===== src/rtl/alu_exec_stage_pkg.sv =====
// Shared ALU definitions: control codes, default datapath width, decode helper.
// Latency: n/a (constants and pure functions only).
// Backpressure: n/a.
package alu_exec_stage_pkg;

  // Default operand/result width of the execute datapath.
  localparam int ALU_WIDTH = 32;

  // ALU control codes, shared with the ALU control decoder upstream.
  localparam logic [3:0] ALU_AND = 4'b0000;
  localparam logic [3:0] ALU_OR  = 4'b0001;
  localparam logic [3:0] ALU_ADD = 4'b0010;
  localparam logic [3:0] ALU_SUB = 4'b0110;
  localparam logic [3:0] ALU_SLT = 4'b0111;

  // True when the code names one of the implemented operations.
  function automatic logic alu_op_legal(input logic [3:0] op);
    return (op == ALU_AND) || (op == ALU_OR) || (op == ALU_ADD) ||
           (op == ALU_SUB) || (op == ALU_SLT);
  endfunction

endpackage


===== src/rtl/alu_exec_stage_if.sv =====
// Operation in / result out handshake bundle of the ALU execute stage.
// Latency: n/a (wiring only).
// Backpressure: valid/ready on both the operation and the result side.
interface alu_exec_stage_if
  import alu_exec_stage_pkg::*;
#(
  parameter int WIDTH = ALU_WIDTH
);

  // Operation side (from the ALU control decoder / register read).
  logic             in_valid;
  logic             in_ready;
  logic [3:0]       ALU_Control;
  logic [WIDTH-1:0] Op_A;
  logic [WIDTH-1:0] Op_B;

  // Result side (to writeback / branch unit).
  logic             out_valid;
  logic             out_ready;
  logic [WIDTH-1:0] Result;
  logic             Zero;
  logic             Overflow;
  logic             Illegal;

  // Producer of operations and consumer of results.
  modport master (
    output in_valid, ALU_Control, Op_A, Op_B, out_ready,
    input  in_ready, out_valid, Result, Zero, Overflow, Illegal
  );

  // The execute stage itself.
  modport slave (
    input  in_valid, ALU_Control, Op_A, Op_B, out_ready,
    output in_ready, out_valid, Result, Zero, Overflow, Illegal
  );

endinterface


===== src/rtl/alu_exec_stage_alu_core.sv =====
// Combinational ALU: AND/OR/ADD/SUB/SLT with zero, signed-overflow and illegal-code flags.
// Latency: 0 cycles (purely combinational).
// Backpressure: none; the caller decides when the outputs are captured.
module alu_core
  import alu_exec_stage_pkg::*;
#(
  parameter int WIDTH = ALU_WIDTH
) (
  input  logic [3:0]       alu_control,
  input  logic [WIDTH-1:0] op_a,
  input  logic [WIDTH-1:0] op_b,
  output logic [WIDTH-1:0] result,
  output logic             zero,
  output logic             overflow,
  output logic             illegal
);

  logic [WIDTH-1:0] sum;
  logic [WIDTH-1:0] diff;
  logic             sign_a;
  logic             sign_b;

  assign sum    = op_a + op_b;
  assign diff   = op_a - op_b;
  assign sign_a = op_a[WIDTH-1];
  assign sign_b = op_b[WIDTH-1];

  // Select the result and signed overflow for the requested operation; unknown codes yield 0.
  always_comb begin
    result   = '0;
    overflow = 1'b0;
    case (alu_control)
      ALU_AND: result = op_a & op_b;
      ALU_OR:  result = op_a | op_b;
      ALU_ADD: begin
        result   = sum;
        overflow = (sign_a == sign_b) && (sum[WIDTH-1] != sign_a);
      end
      ALU_SUB: begin
        result   = diff;
        overflow = (sign_a != sign_b) && (diff[WIDTH-1] != sign_a);
      end
      ALU_SLT: result = {{(WIDTH-1){1'b0}}, ($signed(op_a) < $signed(op_b))};
      default: result = '0;
    endcase
  end

  // Zero looks at the final result, so SUB of equal operands drives the BEQ path.
  assign zero    = (result == '0);
  assign illegal = !alu_op_legal(alu_control);

endmodule


===== src/rtl/alu_exec_stage.sv =====
// Registered ALU execute stage with a 2-entry result queue behind the combinational ALU.
// Latency: 1 cycle from accept to out_valid when the queue is empty.
// Backpressure: in_ready drops only when both entries are full; it never looks at out_ready.
module alu_exec_stage
  import alu_exec_stage_pkg::*;
#(
  parameter int WIDTH = ALU_WIDTH,
  parameter int DEPTH = 2
) (
  input  logic             clk,
  input  logic             rst_n,
  alu_exec_stage_if.slave  bus
);

  // One queued ALU outcome.
  typedef struct packed {
    logic [WIDTH-1:0] result;
    logic             zero;
    logic             overflow;
    logic             illegal;
  } entry_t;

  // The queue is built for exactly two entries; DEPTH only sets the full threshold.
  localparam logic [1:0] FULL_COUNT = 2'(DEPTH);

  logic [WIDTH-1:0] core_result;
  logic             core_zero;
  logic             core_overflow;
  logic             core_illegal;
  entry_t           core_entry;
  entry_t           head_entry;
  entry_t           q_mem [2];
  logic             wr_ptr;
  logic             rd_ptr;
  logic [1:0]       count;
  logic             push;
  logic             pop;

  alu_core #(
    .WIDTH (WIDTH)
  ) u_alu_core (
    .alu_control (bus.ALU_Control),
    .op_a        (bus.Op_A),
    .op_b        (bus.Op_B),
    .result      (core_result),
    .zero        (core_zero),
    .overflow    (core_overflow),
    .illegal     (core_illegal)
  );

  assign core_entry = '{result:   core_result,
                        zero:     core_zero,
                        overflow: core_overflow,
                        illegal:  core_illegal};

  // Ready and valid come straight from the occupancy register: no in-to-out combinational path.
  assign bus.in_ready  = (count != FULL_COUNT);
  assign bus.out_valid = (count != 2'd0);

  assign push = bus.in_valid  && bus.in_ready;
  assign pop  = bus.out_valid && bus.out_ready;

  // Pointer and occupancy bookkeeping; a simultaneous push and pop leaves count unchanged.
  always_ff @(posedge clk or negedge rst_n) begin
    if (!rst_n) begin
      wr_ptr <= 1'b0;
      rd_ptr <= 1'b0;
      count  <= 2'd0;
    end else begin
      if (push) begin
        wr_ptr <= ~wr_ptr;
      end
      if (pop) begin
        rd_ptr <= ~rd_ptr;
      end
      case ({push, pop})
        2'b10:   count <= count + 2'd1;
        2'b01:   count <= count - 2'd1;
        default: count <= count;
      endcase
    end
  end

  // Entry storage: the ALU outcome is captured into the tail slot on accept.
  always_ff @(posedge clk or negedge rst_n) begin
    if (!rst_n) begin
      q_mem[0] <= '0;
      q_mem[1] <= '0;
    end else if (push) begin
      q_mem[wr_ptr] <= core_entry;
    end
  end

  // Outputs show the head entry, forced to zero while the queue is empty (including during reset).
  assign head_entry   = bus.out_valid ? q_mem[rd_ptr] : '0;
  assign bus.Result   = head_entry.result;
  assign bus.Zero     = head_entry.zero;
  assign bus.Overflow = head_entry.overflow;
  assign bus.Illegal  = head_entry.illegal;

endmodule


===== src/flat_wrapper.sv =====
// flat-port wrapper written by rule: the top's interface ports become plain ports
module alu_exec_stage_flat import alu_exec_stage_pkg::*;
#(
  parameter int WIDTH = ALU_WIDTH,
  parameter int DEPTH = 2
)
  (clk, rst_n, bus_in_valid, bus_ALU_Control, bus_Op_A, bus_Op_B, bus_out_ready, bus_in_ready, bus_out_valid, bus_Result, bus_Zero, bus_Overflow, bus_Illegal);
  alu_exec_stage_if #(.WIDTH(WIDTH)) bus_i ();
  input  logic clk;
  input  logic rst_n;
  input wire logic [$bits(bus_i.in_valid)-1:0] bus_in_valid;
  input wire logic [$bits(bus_i.ALU_Control)-1:0] bus_ALU_Control;
  input wire logic [$bits(bus_i.Op_A)-1:0] bus_Op_A;
  input wire logic [$bits(bus_i.Op_B)-1:0] bus_Op_B;
  input wire logic [$bits(bus_i.out_ready)-1:0] bus_out_ready;
  output wire logic [$bits(bus_i.in_ready)-1:0] bus_in_ready;
  output wire logic [$bits(bus_i.out_valid)-1:0] bus_out_valid;
  output wire logic [$bits(bus_i.Result)-1:0] bus_Result;
  output wire logic [$bits(bus_i.Zero)-1:0] bus_Zero;
  output wire logic [$bits(bus_i.Overflow)-1:0] bus_Overflow;
  output wire logic [$bits(bus_i.Illegal)-1:0] bus_Illegal;
  assign bus_i.in_valid = bus_in_valid;
  assign bus_i.ALU_Control = bus_ALU_Control;
  assign bus_i.Op_A = bus_Op_A;
  assign bus_i.Op_B = bus_Op_B;
  assign bus_i.out_ready = bus_out_ready;
  assign bus_in_ready = bus_i.in_ready;
  assign bus_out_valid = bus_i.out_valid;
  assign bus_Result = bus_i.Result;
  assign bus_Zero = bus_i.Zero;
  assign bus_Overflow = bus_i.Overflow;
  assign bus_Illegal = bus_i.Illegal;
  alu_exec_stage #(.WIDTH(WIDTH), .DEPTH(DEPTH)) u_core (.clk(clk), .rst_n(rst_n), .bus(bus_i));
endmodule

===== config.mk =====
export PLATFORM = sky130hd
export DESIGN_NAME = alu_exec_stage_flat
export DESIGN_NICKNAME = d
export VERILOG_FILES = /design/src/rtl/alu_exec_stage_pkg.sv /design/src/rtl/alu_exec_stage_if.sv /design/src/rtl/alu_exec_stage_alu_core.sv /design/src/rtl/alu_exec_stage.sv /design/src/flat_wrapper.sv
export SDC_FILE = /design/constraint.sdc
export NUM_CORES = 1
export LEC_CHECK = 0
export CAP_MARGIN = 10
export CORE_ASPECT_RATIO = 1.5
export CORE_UTILIZATION = 60
export DETAILED_ROUTE_END_ITERATION = 8
export GPL_ROUTABILITY_DRIVEN = 1
export PLACE_DENSITY = 0.84
export SLEW_MARGIN = 30
export SYNTH_ARGS = -nofsm -noshare
export SYNTH_HDL_FRONTEND = slang
export SYNTH_SLANG_ARGS = --single-unit

===== constraint.sdc =====
create_clock -name clk -period 5.2 [get_ports clk]
set_input_delay 1.3 -clock clk [delete_from_list [all_inputs] [get_ports clk]]
set_output_delay 1.3 -clock clk [all_outputs]
set_load 0.01 [all_outputs]

# Yosys cells after proc, flatten, opt, wreduce, memory -nomap -nowiden

Index checks and enable logic that the tools add are counted.

Add/subtract/negate cells: 4
Order comparisons: 4
Equal/unequal tests: 11
Multiplexer cells: 10
Bitwise gates (word level): 6
Reduce and logical (&&, ||, !) cells: 14

Operators with widths:

| kind                  | number |
|---|---|
| $mux W35              | 5 |
| $pmux W32 S5          | 1 |
| $bwmux W70            | 1 |
| $demux W35 S1         | 1 |
| $add A32 B32 Y32      | 1 |
| $and A32 B32 Y32      | 1 |
| $logic_not A32 Y1     | 1 |
| $lt A32 B32 Y1        | 1 |
| $or A32 B32 Y32       | 1 |
| $sub A32 B32 Y32      | 1 |
| $eq A4 B3 Y1 const B  | 2 |
| $logic_and A1 B1 Y1   | 5 |
| $eq A4 B1 Y1 const B  | 1 |
| $eq A4 B2 Y1 const B  | 1 |
| $ge A2 B2 Y1 const B  | 2 |
| $logic_not A4 Y1      | 1 |
| $logic_or A1 B1 Y1    | 4 |
| $not A1 Y2            | 2 |
| $pmux W2 S2           | 1 |
| $reduce_bool A2 Y1    | 2 |
| $ne A1 B1 Y1          | 3 |
| $add A2 B1 Y2 const B | 1 |
| $eq A2 B1 Y1 const B  | 1 |
| $eq A2 B2 Y1 const B  | 1 |
| 7 further kinds       | 8 |

Register bits: 74
Input port bits: 72
Output and inout bits: 37
Word-level logic and storage cells: 60

# Longest topological paths before layout

Gate-level depths: netlist (run 1).

Word-level depth: 7
Depth in mapped cells: 15
Depth with buffers taken out: 15

# Cells and area by module

From an unflattened synthesis (run 1), not the netlist that was laid out.

Cell total of the unflattened synthesis: 1096
Area total of the unflattened synthesis: 9331.4 um^2

By module, submodules not included:

| module         | instances | cells each | area each (um^2) | seq. area each (um^2) |
|---|---|---|---|---|
| alu_core       | 1         | 853        | 5745.5           | 0.0 |
| alu_exec_stage | 1         | 243        | 3585.9           | 1851.8 |

# Least setup slack after synthesis (run 1)

Ideal clock, no wire load.

Path type: input-to-reg
Start: input bus_Op_A[0]
End: register u_core.q_mem[37] in the netlist's numbering
Setup time: 95 ps
Arrival: 4084 ps
Required time: 5105 ps
Setup slack: 1021 ps
Stages: 15
Buffers on the path: 0
Cell sequence: inv_1 > ha_1 > inv_1 > fa_1 > nor2b_1 > o211ai_1 > nand2_1 > a311oi_1 > a21oi_1 > o41ai_1 > mux2i_1 > o21ai_0 > nor4bb_1 > nand4_1 > o31ai_1

Word-level cells in the longest chain between the ends: 4
Elaborated cells on any way between the ends: 8
Those cells by class: 2 x add/sub; 1 x order compare; 2 x mux; 2 x bitwise; 1 x reduce/logical

Ends and longest elaborated chain:

| element                                        | RTL line                      | source |
|---|---|---|
| start: declaration                             | flat_wrapper.sv:13            | `input wire logic [$bits(bus_i.Op_A)-1:0] bus_Op_A;` |
| $sub A32 B32 Y32, or another cell as far along | alu_exec_stage_alu_core.sv:24 | `assign diff = op_a - op_b;` |
| $pmux W32 S5 *                                 | alu_exec_stage_alu_core.sv:32 | `case (alu_control)` |
| $logic_not A32 Y1 *                            | alu_exec_stage_alu_core.sv:49 | `assign zero = (result == '0);` |
| $bwmux W70 *                                   | alu_exec_stage.sv:90          | `q_mem[wr_ptr] <= core_entry;` |
| end signal: indexed assignment                 | alu_exec_stage.sv:90          |  |
| end: declaration                               | alu_exec_stage.sv:32          | `entry_t q_mem [2];` |

Every way passes the cells marked *; elsewhere a longest branch is shown, timed or not.
A chain may end at the register's enable or synchronous reset.

# Final worst setup path (run 1)

Start: input bus_Op_B[15]
End: register u_core.q_mem[2] in the netlist's numbering

Word-level cells in the longest chain between the ends: 4
Elaborated cells on any way between the ends: 8
Those cells by class: 2 x add/sub; 1 x order compare; 2 x mux; 2 x bitwise; 1 x reduce/logical

Ends and longest elaborated chain:

| element                                        | RTL line                      | source |
|---|---|---|
| start: declaration                             | flat_wrapper.sv:14            | `input wire logic [$bits(bus_i.Op_B)-1:0] bus_Op_B;` |
| $sub A32 B32 Y32, or another cell as far along | alu_exec_stage_alu_core.sv:24 |  |
| $pmux W32 S5 *                                 | alu_exec_stage_alu_core.sv:32 |  |
| $logic_not A32 Y1 *                            | alu_exec_stage_alu_core.sv:49 |  |
| $bwmux W70 *                                   | alu_exec_stage.sv:90          |  |

Marks and branches as above.

==> out/qor.csv, run 1 <==
metric,value,unit
outcome,"complete, no violations",
leakage,4.997,nW
Worst EP required,5.43,ns
Max-Cap Viols,0,
Post-Synth Simple-Gate Area,22.45,%
postcts setup bufs,0,
dpl hpwl,21550,microns
largest family of logic cells by synthesized area,compound AO/OA/AOI/OAI gates,
Die Wd,99.87,microns
TNS Setup,0,ns
clock tree root driver cell,clkbuf_16,
NetSw,1.373,mW
clock latency on the worst-skew pair,0.33,ns
P_int,1.982,mW
first-pass GRT wire length,44790,microns
Final ANT Viol Nets,0,
Synth Register Bits,74,
worst r2r path cells,7,
n_diodes,0,
"FFs w/ async S/R, synth",100.0,%
Flop pwr share,30.5,%
RSZ-0062 raised after global routing,no,
Finish-stage setup viols,0,
"Hold-fix buffers, CTS",0,
adder-cell share of the synthesized area,15.27,%
Post-synth EDFFs,0,
Synth Instances,1177,
relative slew slack,35.12,%
GRT Util Overall,38.22,%
Startpoint Class,input pin,
max incr delay on CP,0.48,ns
hold-critical path depth,2,
row cnt,53,
cell area power density,321.9,nW/um^2
Num CTS Buffers,9,
YS warnings,0,
WL/cell,18.87,microns
Slew @ Worst Pin,0.9731,ns
R2R Path End,u_core.count[1]$_DFFE_PN0P_,
Placed Cells,1466,
Critical Path Sink Type,register,
Hold EP,u_core.q_mem[56]$_DFFE_PN0P_,
R2R setup slack,3.14,ns
Post-Syn Area,8621,sq um
"wirelength, routed",27950,microns
Clock Skew,0.002585,ns
Worst Path Max Fanout,9,
placer congestion estimate,1.066,
I/O pin count,109,
Clock transition at path regs,0.05,ns
VDD IR max,274.9,uV
multiplexer share of the synthesized area,5.167,%
Starting Density,61.61,%
worst path cell trace,clkdlybuf4s50_1 > inv_1 > ha_1 > a21o_1 > a311oi_1 > o211ai_1 > o21ai_2 > nor4bb_1 > nor4_1 > o21ai_0 > o21ai_0 > nor4bb_1 > nand4_1 > o31ai_1,
# port buffers,108,
syn_nets,1353,
DR DRC count,0,
hold_sp,u_core.q_mem[56]$_DFFE_PN0P_,
"leading cell types in the layout, fill and taps excluded","nand2_1, nor2_1, clkdlybuf4s50_1, ha_1, inv_1",
Hold Crit Class,reg -> reg,
CTS tree,done,
Syn-to-layout area delta,20.87,%
fin cells,1481,
vias per cell,6.250,
H-tree levels,3,
total grt overflow,0,
Critical-path top delay cell,clkdlybuf4s50_1,
Sink Count,74,
ys flop type,dfrtp_1,
Filler Cells Inserted,1113,
crit path kind,in -> reg,
"commonest non-fill, non-tap cell in the layout",nand2_1,
share of cells above drive strength 1,8.223,%
Layout Nets,1461,
crit-path leading delay family,compound AO/OA/AOI/OAI gates,
period utilization,95.48,%
DR pass1 iterations,5,
compound-cell area share of the yosys netlist,24.75,%
switch share,40.92,%
"Data arrival, critical path",5.20,ns
final worst slack,0.2350,ns
post-layout min period,4.965,ns
Comb pwr share,50.5,%
Iter 0 DRT Violations,584,
Clk pwr share,19.1,%
Netlist cell types,80,
DR vias,9256,
Fin. Hold Viols,0,
Final Max Slew Viols,0,
largest net degree at the start of global routing,50,
initial antenna violation count,0,
post-synth top area share,21.48,%
Die ar.,14860,sq um
Die Height,148.8,microns
Worst Path Buf+Inv,2,
highest clock rate,0.2014,GHz
Reg-to-Reg Start,u_core.count[0]$_DFFE_PN0P_,
Post-Syn Area per Cell,7.324,sq um
XOR/XNOR share of the synthesized area,3.251,%
post-synth top area cell,dfrtp_1,
Core Area,13990,sq um
"top cells by area, synth","dfrtp_1, ha_1, nand2_1",
Clock Path Buffers,2,
DP Worst Slack,-0.05039,ns
number of global-route vias before repair,9071,
post-synthesis sequential area ratio,21.48,%
## area by class of cell
| class | instances | area, sq um | share of cell area, % |
|---|---|---|---|
| Clock inverter | 6 | 82.58 | 0.7925 |
| Clock buffer | 9 | 225.2 | 2.161 |
| Timing Repair Buffer | 166 | 1526 | 14.65 |
| Inverter | 98 | 367.9 | 3.530 |
| Tap cell | 192 | 240.2 | 2.305 |
| Multi-Input combinational cell | 936 | 6122 | 58.75 |
| Sequential cell | 74 | 1856 | 17.81 |
## Yosys cell counts, types with 5 or more instances
master and number:
a221oi_1 5, and3_1 8, o22ai_1 16, nand4_1 13, nor3_1 18, clkbuf_1 49, inv_1 95, nor2b_1 9
nand2b_1 7, a21o_1 14, and2_1 7, buf_2 13, xor2_1 5, o21ai_0 69, nand2_1 208, a311oi_1 6
o21a_1 8, o31ai_1 15, nand3_1 17, o21bai_1 8, ha_1 102, or3_1 5, o211ai_1 19, nor4_1 13
xnor2_1 27, nor2_1 114, dfrtp_1 74, a31oi_1 14, a21oi_1 86, a211oi_1 9, mux2i_1 40
## layer usage
metal / track usage (%) / vias up / routed length, microns / share of wire (%)
li1: - / 4319 / - / -
met1: 44.65 / 4419 / 10860 / 39
met2: 68.00 / 428 / 14130 / 51
met3: 5.342 / 90 / 1797 / 6.4
met4: 18.38 / 0 / 1162 / 4.2
met5: 0 / - / 0 / 0
## flip-flops by register name (all words and copies together), names as in the netlist
signal	flops
u_core.wr_ptr	1
u_core.rd_ptr	1
u_core.q_mem	70
u_core.count	2
## tightest hold or removal path, cell delays in order, from the launching register on
cell	delay, ns
dfrtp_1	0.33
nand2_1	0.05
nand2_1	0.06
## cells by family (layout without fill, tap and decap cells)
logic type	count (synthesis)	count (layout)
simple gates	437	437
fa+ha+maj	104	104
xor+xnor	32	32
flops	74	74
compound gates	319	319
buf+inv	167	279
mux	44	44
## timing repair
item / CTS / global route
hold endpoints to repair: 0 / 0
setup endpoints to repair: 0 / 2
gates resized for setup: 0 / 1
## how the worst max path moves through the flow
stage	end	cells past startpoint	start
floorplan	u_core.q_mem[37]$_DFFE_PN0P_	15	bus_Op_A[0]
global placement	u_core.q_mem[2]$_DFFE_PN0P_	15	bus_Op_B[0]
detailed placement	u_core.q_mem[2]$_DFFE_PN0P_	15	bus_Op_B[0]
CTS	u_core.q_mem[2]$_DFFE_PN0P_	15	bus_Op_B[0]
global route	u_core.q_mem[2]$_DFFE_PN0P_	14	bus_Op_B[5]
finish	u_core.q_mem[2]$_DFFE_PN0P_	14	bus_Op_B[15]
## stage by stage
stage	hold WS (ns)	power [mW]	cell area, sq um	utilization, %
after floorplan	0.4451	1.998	8621	-
final	0.4713	3.354	10420	74.47
after CTS	0.4739	3.333	10410	74.41
after global routing	0.4809	3.561	10420	74.47
after detailed placement	0.4610	2.661	10100	72.21
after global placement	0.4568	2.618	10100	72.19
## power groups by stage
stage	Sequential (mW)	Clock [mW]	Combinational [mW]
2_1_floorplan	0.903	0	1.10
3_3_place_gp	0.994	0	1.62
3_5_place_dp	1.01	0	1.65
4_1_cts	1.02	0.640	1.68
5_1_grt	1.05	0.668	1.85
6_report	1.02	0.640	1.69
No activity file was read; power rests on OpenSTA's default activity.
==> run 2, diff against run 1 <==
--- a/config.mk
+++ b/config.mk
@@ -7,10 +7,10 @@
 export LEC_CHECK = 0
 export CAP_MARGIN = 10
 export CORE_ASPECT_RATIO = 1.5
-export CORE_UTILIZATION = 60
+export CORE_UTILIZATION = 58
 export DETAILED_ROUTE_END_ITERATION = 8
 export GPL_ROUTABILITY_DRIVEN = 1
-export PLACE_DENSITY = 0.84
+export PLACE_DENSITY = 0.82
 export SLEW_MARGIN = 30
 export SYNTH_ARGS = -nofsm -noshare
 export SYNTH_HDL_FRONTEND = slang
==> constraint.sdc (replaced) <==
create_clock -name clk -period 5.55 [get_ports clk]
set_input_delay 1.3875 -clock clk [delete_from_list [all_inputs] [get_ports clk]]
set_output_delay 1.3875 -clock clk [all_outputs]
set_load 0.01 [all_outputs]
==> run 2 against run 1 <==
Against the previous run:
- setup slack better by 0.22 ns
- sequential share of layout area increased by 0.32 points
- register-to-register slack improved by 0.27 ns
- first-iteration DRC count increased by 18%
- critical endpoint unchanged
- die area is 3.4% higher
- worst hold slack improved by 0.0014 ns
- clock power shrank 8.8%
- via count fell by 1.9%
- total power down 7.6%
==> out/qor.csv, run 2 (synthesis gave the netlist of run 1 again) <==
metric,value,unit
clock latency on the worst-skew pair,0.34,ns
Die Wd,101.5,microns
Worst Path Max Fanout,4,
Critical Path Sink Type,register,
Final ANT Viol Nets,0,
placer congestion estimate,1.076,
Starting Density,59.35,%
CTS tree,done,
Slew @ Worst Pin,1.024,ns
Core Area,14530,sq um
TNS Setup,0,ns
# port buffers,108,
WL/cell,19.13,microns
Worst EP required,5.79,ns
Die ar.,15370,sq um
DR pass1 iterations,7,
Syn-to-layout area delta,18.74,%
Critical-path top delay cell,clkdlybuf4s50_1,
Sink Count,74,
Layout Nets,1436,
outcome,"complete, no violations",
H-tree levels,3,
Clock Skew,0.006443,ns
Die Height,151.3,microns
Clock transition at path regs,0.05,ns
clock tree root driver cell,clkbuf_16,
row cnt,54,
first-pass GRT wire length,43760,microns
DR DRC count,0,
CTS-repair resized insts,0,
Iter 0 DRT Violations,689,
Top Registers,"u_core.q_mem: 70 flops, u_core.count: 2 flops",
leakage,4.866,nW
Num CTS Buffers,9,
Finish-stage setup viols,0,
total grt overflow,0,
final instance area,10240,sq um
highest clock rate,0.1964,GHz
Filler Cells Inserted,1211,
Startpoint Class,input pin,
max reg flops,70,
DR vias,9076,
GRT Util Overall,36.89,%
"commonest non-fill, non-tap cell in the layout",nand2_1,
initial antenna violation count,0,
post-layout min period,5.091,ns
final worst slack,0.4585,ns
n_diodes,0,
max incr delay on CP,0.53,ns
vias per cell,6.212,
share of cells above drive strength 1,6.561,%
"Data arrival, critical path",5.33,ns
"Hold-fix buffers, CTS",0,
register area,1856,sq um
worst path cell trace,clkdlybuf4s50_1 > ha_1 > inv_1 > fa_1 > nor2b_1 > o211ai_1 > nand2_1 > a311oi_1 > a21oi_1 > o41ai_1 > mux2i_1 > o21ai_0 > nor4bb_1 > nand4_1 > o31ai_1,
multi-input logic area,6126,sq um
Fin. Hold Viols,0,
"leading cell types in the layout, fill and taps excluded","nand2_1, nor2_1, clkdlybuf4s50_1, ha_1, inv_1",
period utilization,91.74,%
relative slew slack,31.67,%
Final Max Slew Viols,0,
DP Worst Slack,0.1708,ns
Placed Cells,1445,
postcts setup bufs,0,
VDD IR max,305.0,uV
Max-Cap Viols,0,
crit path kind,in -> reg,
Clock Path Buffers,2,
I/O pin count,109,
fin cells,1461,
"wirelength, routed",27940,microns
dpl hpwl,21690,microns
largest net degree at the start of global routing,50,
Hold Crit Class,reg -> reg,
cell area power density,302.8,nW/um^2
number of global-route vias before repair,8758,
DP Area,9921,sq um
largest register by flop count,u_core.q_mem,
RSZ-0062 raised after global routing,no,
run 2: cell types whose count changed in the layout (fill, tap and decap cells not counted), sizes merged:
cell      delta
bufinv       -1
clkbuf       +1
clkinvlp     +2
buf         -25
clkinv       -1
run 2: layout make-up:
type | count | share of cell area (%)
clock inverters | 6 | 0.6478
repair buffers | 141 | 13.05
inverters | 98 | 3.594
clock buffers | 10 | 2.335
multi-input cells | 936 | 59.85
flip-flops and latches | 74 | 18.13
well taps | 196 | 2.396
run 2: path summary, 6_finish.rpt:
kind                                           endpoint  cells after the start  slack, ns                    startpoint
setup / recovery            u_core.q_mem[2]$_DFFE_PN0P_                     15       0.46                   bus_Op_B[0]
hold / removal             u_core.q_mem[38]$_DFFE_PN0P_                      2       0.47  u_core.q_mem[38]$_DFFE_PN0P_
setup reg to reg           u_core.q_mem[37]$_DFFE_PN0P_                      5       3.41   u_core.count[0]$_DFFE_PN0P_
hold reg to reg            u_core.q_mem[38]$_DFFE_PN0P_                      2       0.47  u_core.q_mem[38]$_DFFE_PN0P_
max in group asynchronous  u_core.q_mem[25]$_DFFE_PN0P_                      2       3.44                         rst_n
min in group asynchronous  u_core.q_mem[43]$_DFFE_PN0P_                      1       1.10                         rst_n
run 2: metal layers:
metal	track usage, %	part of all wire [%]	vias to the layer above
met1	42.05	38	4309
met5	0	0	-
met2	65.71	50	412
met3	4.338	6.3	90
li1	-	-	4265
met4	20.87	5.0	0
run 2: stage by stage:
step	utilization, %	total power [mW]	hold slack, ns
after floorplan	-	1.872	0.4451
after global placement	68.28	2.435	0.4582
after detailed placement	68.29	2.474	0.4623
after CTS	70.40	3.082	0.4751
after global routing	70.47	3.292	0.4921
final	70.47	3.100	0.4727
run 2: worst max-delay path, delay by kind of cell:
family	cells	cell delay, ns
simple gates	4	0.88
mux	1	0.28
fa+ha+maj	2	0.63
compound gates	6	1.53
buf+inv	2	0.60
run 2: power by group:
part | internal, mW | total (mW) | switching, mW
logic | 0.695 | 1.57 | 0.871
clock network | 0.360 | 0.584 | 0.224
registers | 0.756 | 0.951 | 0.195
==> run 3, diff against run 2 <==
--- a/config.mk
+++ b/config.mk
@@ -11,6 +11,7 @@
 export DETAILED_ROUTE_END_ITERATION = 8
 export GPL_ROUTABILITY_DRIVEN = 1
 export PLACE_DENSITY = 0.82
+export SKIP_LAST_GASP = 1
 export SLEW_MARGIN = 30
 export SYNTH_ARGS = -nofsm -noshare
 export SYNTH_HDL_FRONTEND = slang
==> results of run 3 <==
Final layout, timing and power as in run 2 (identical DEF).
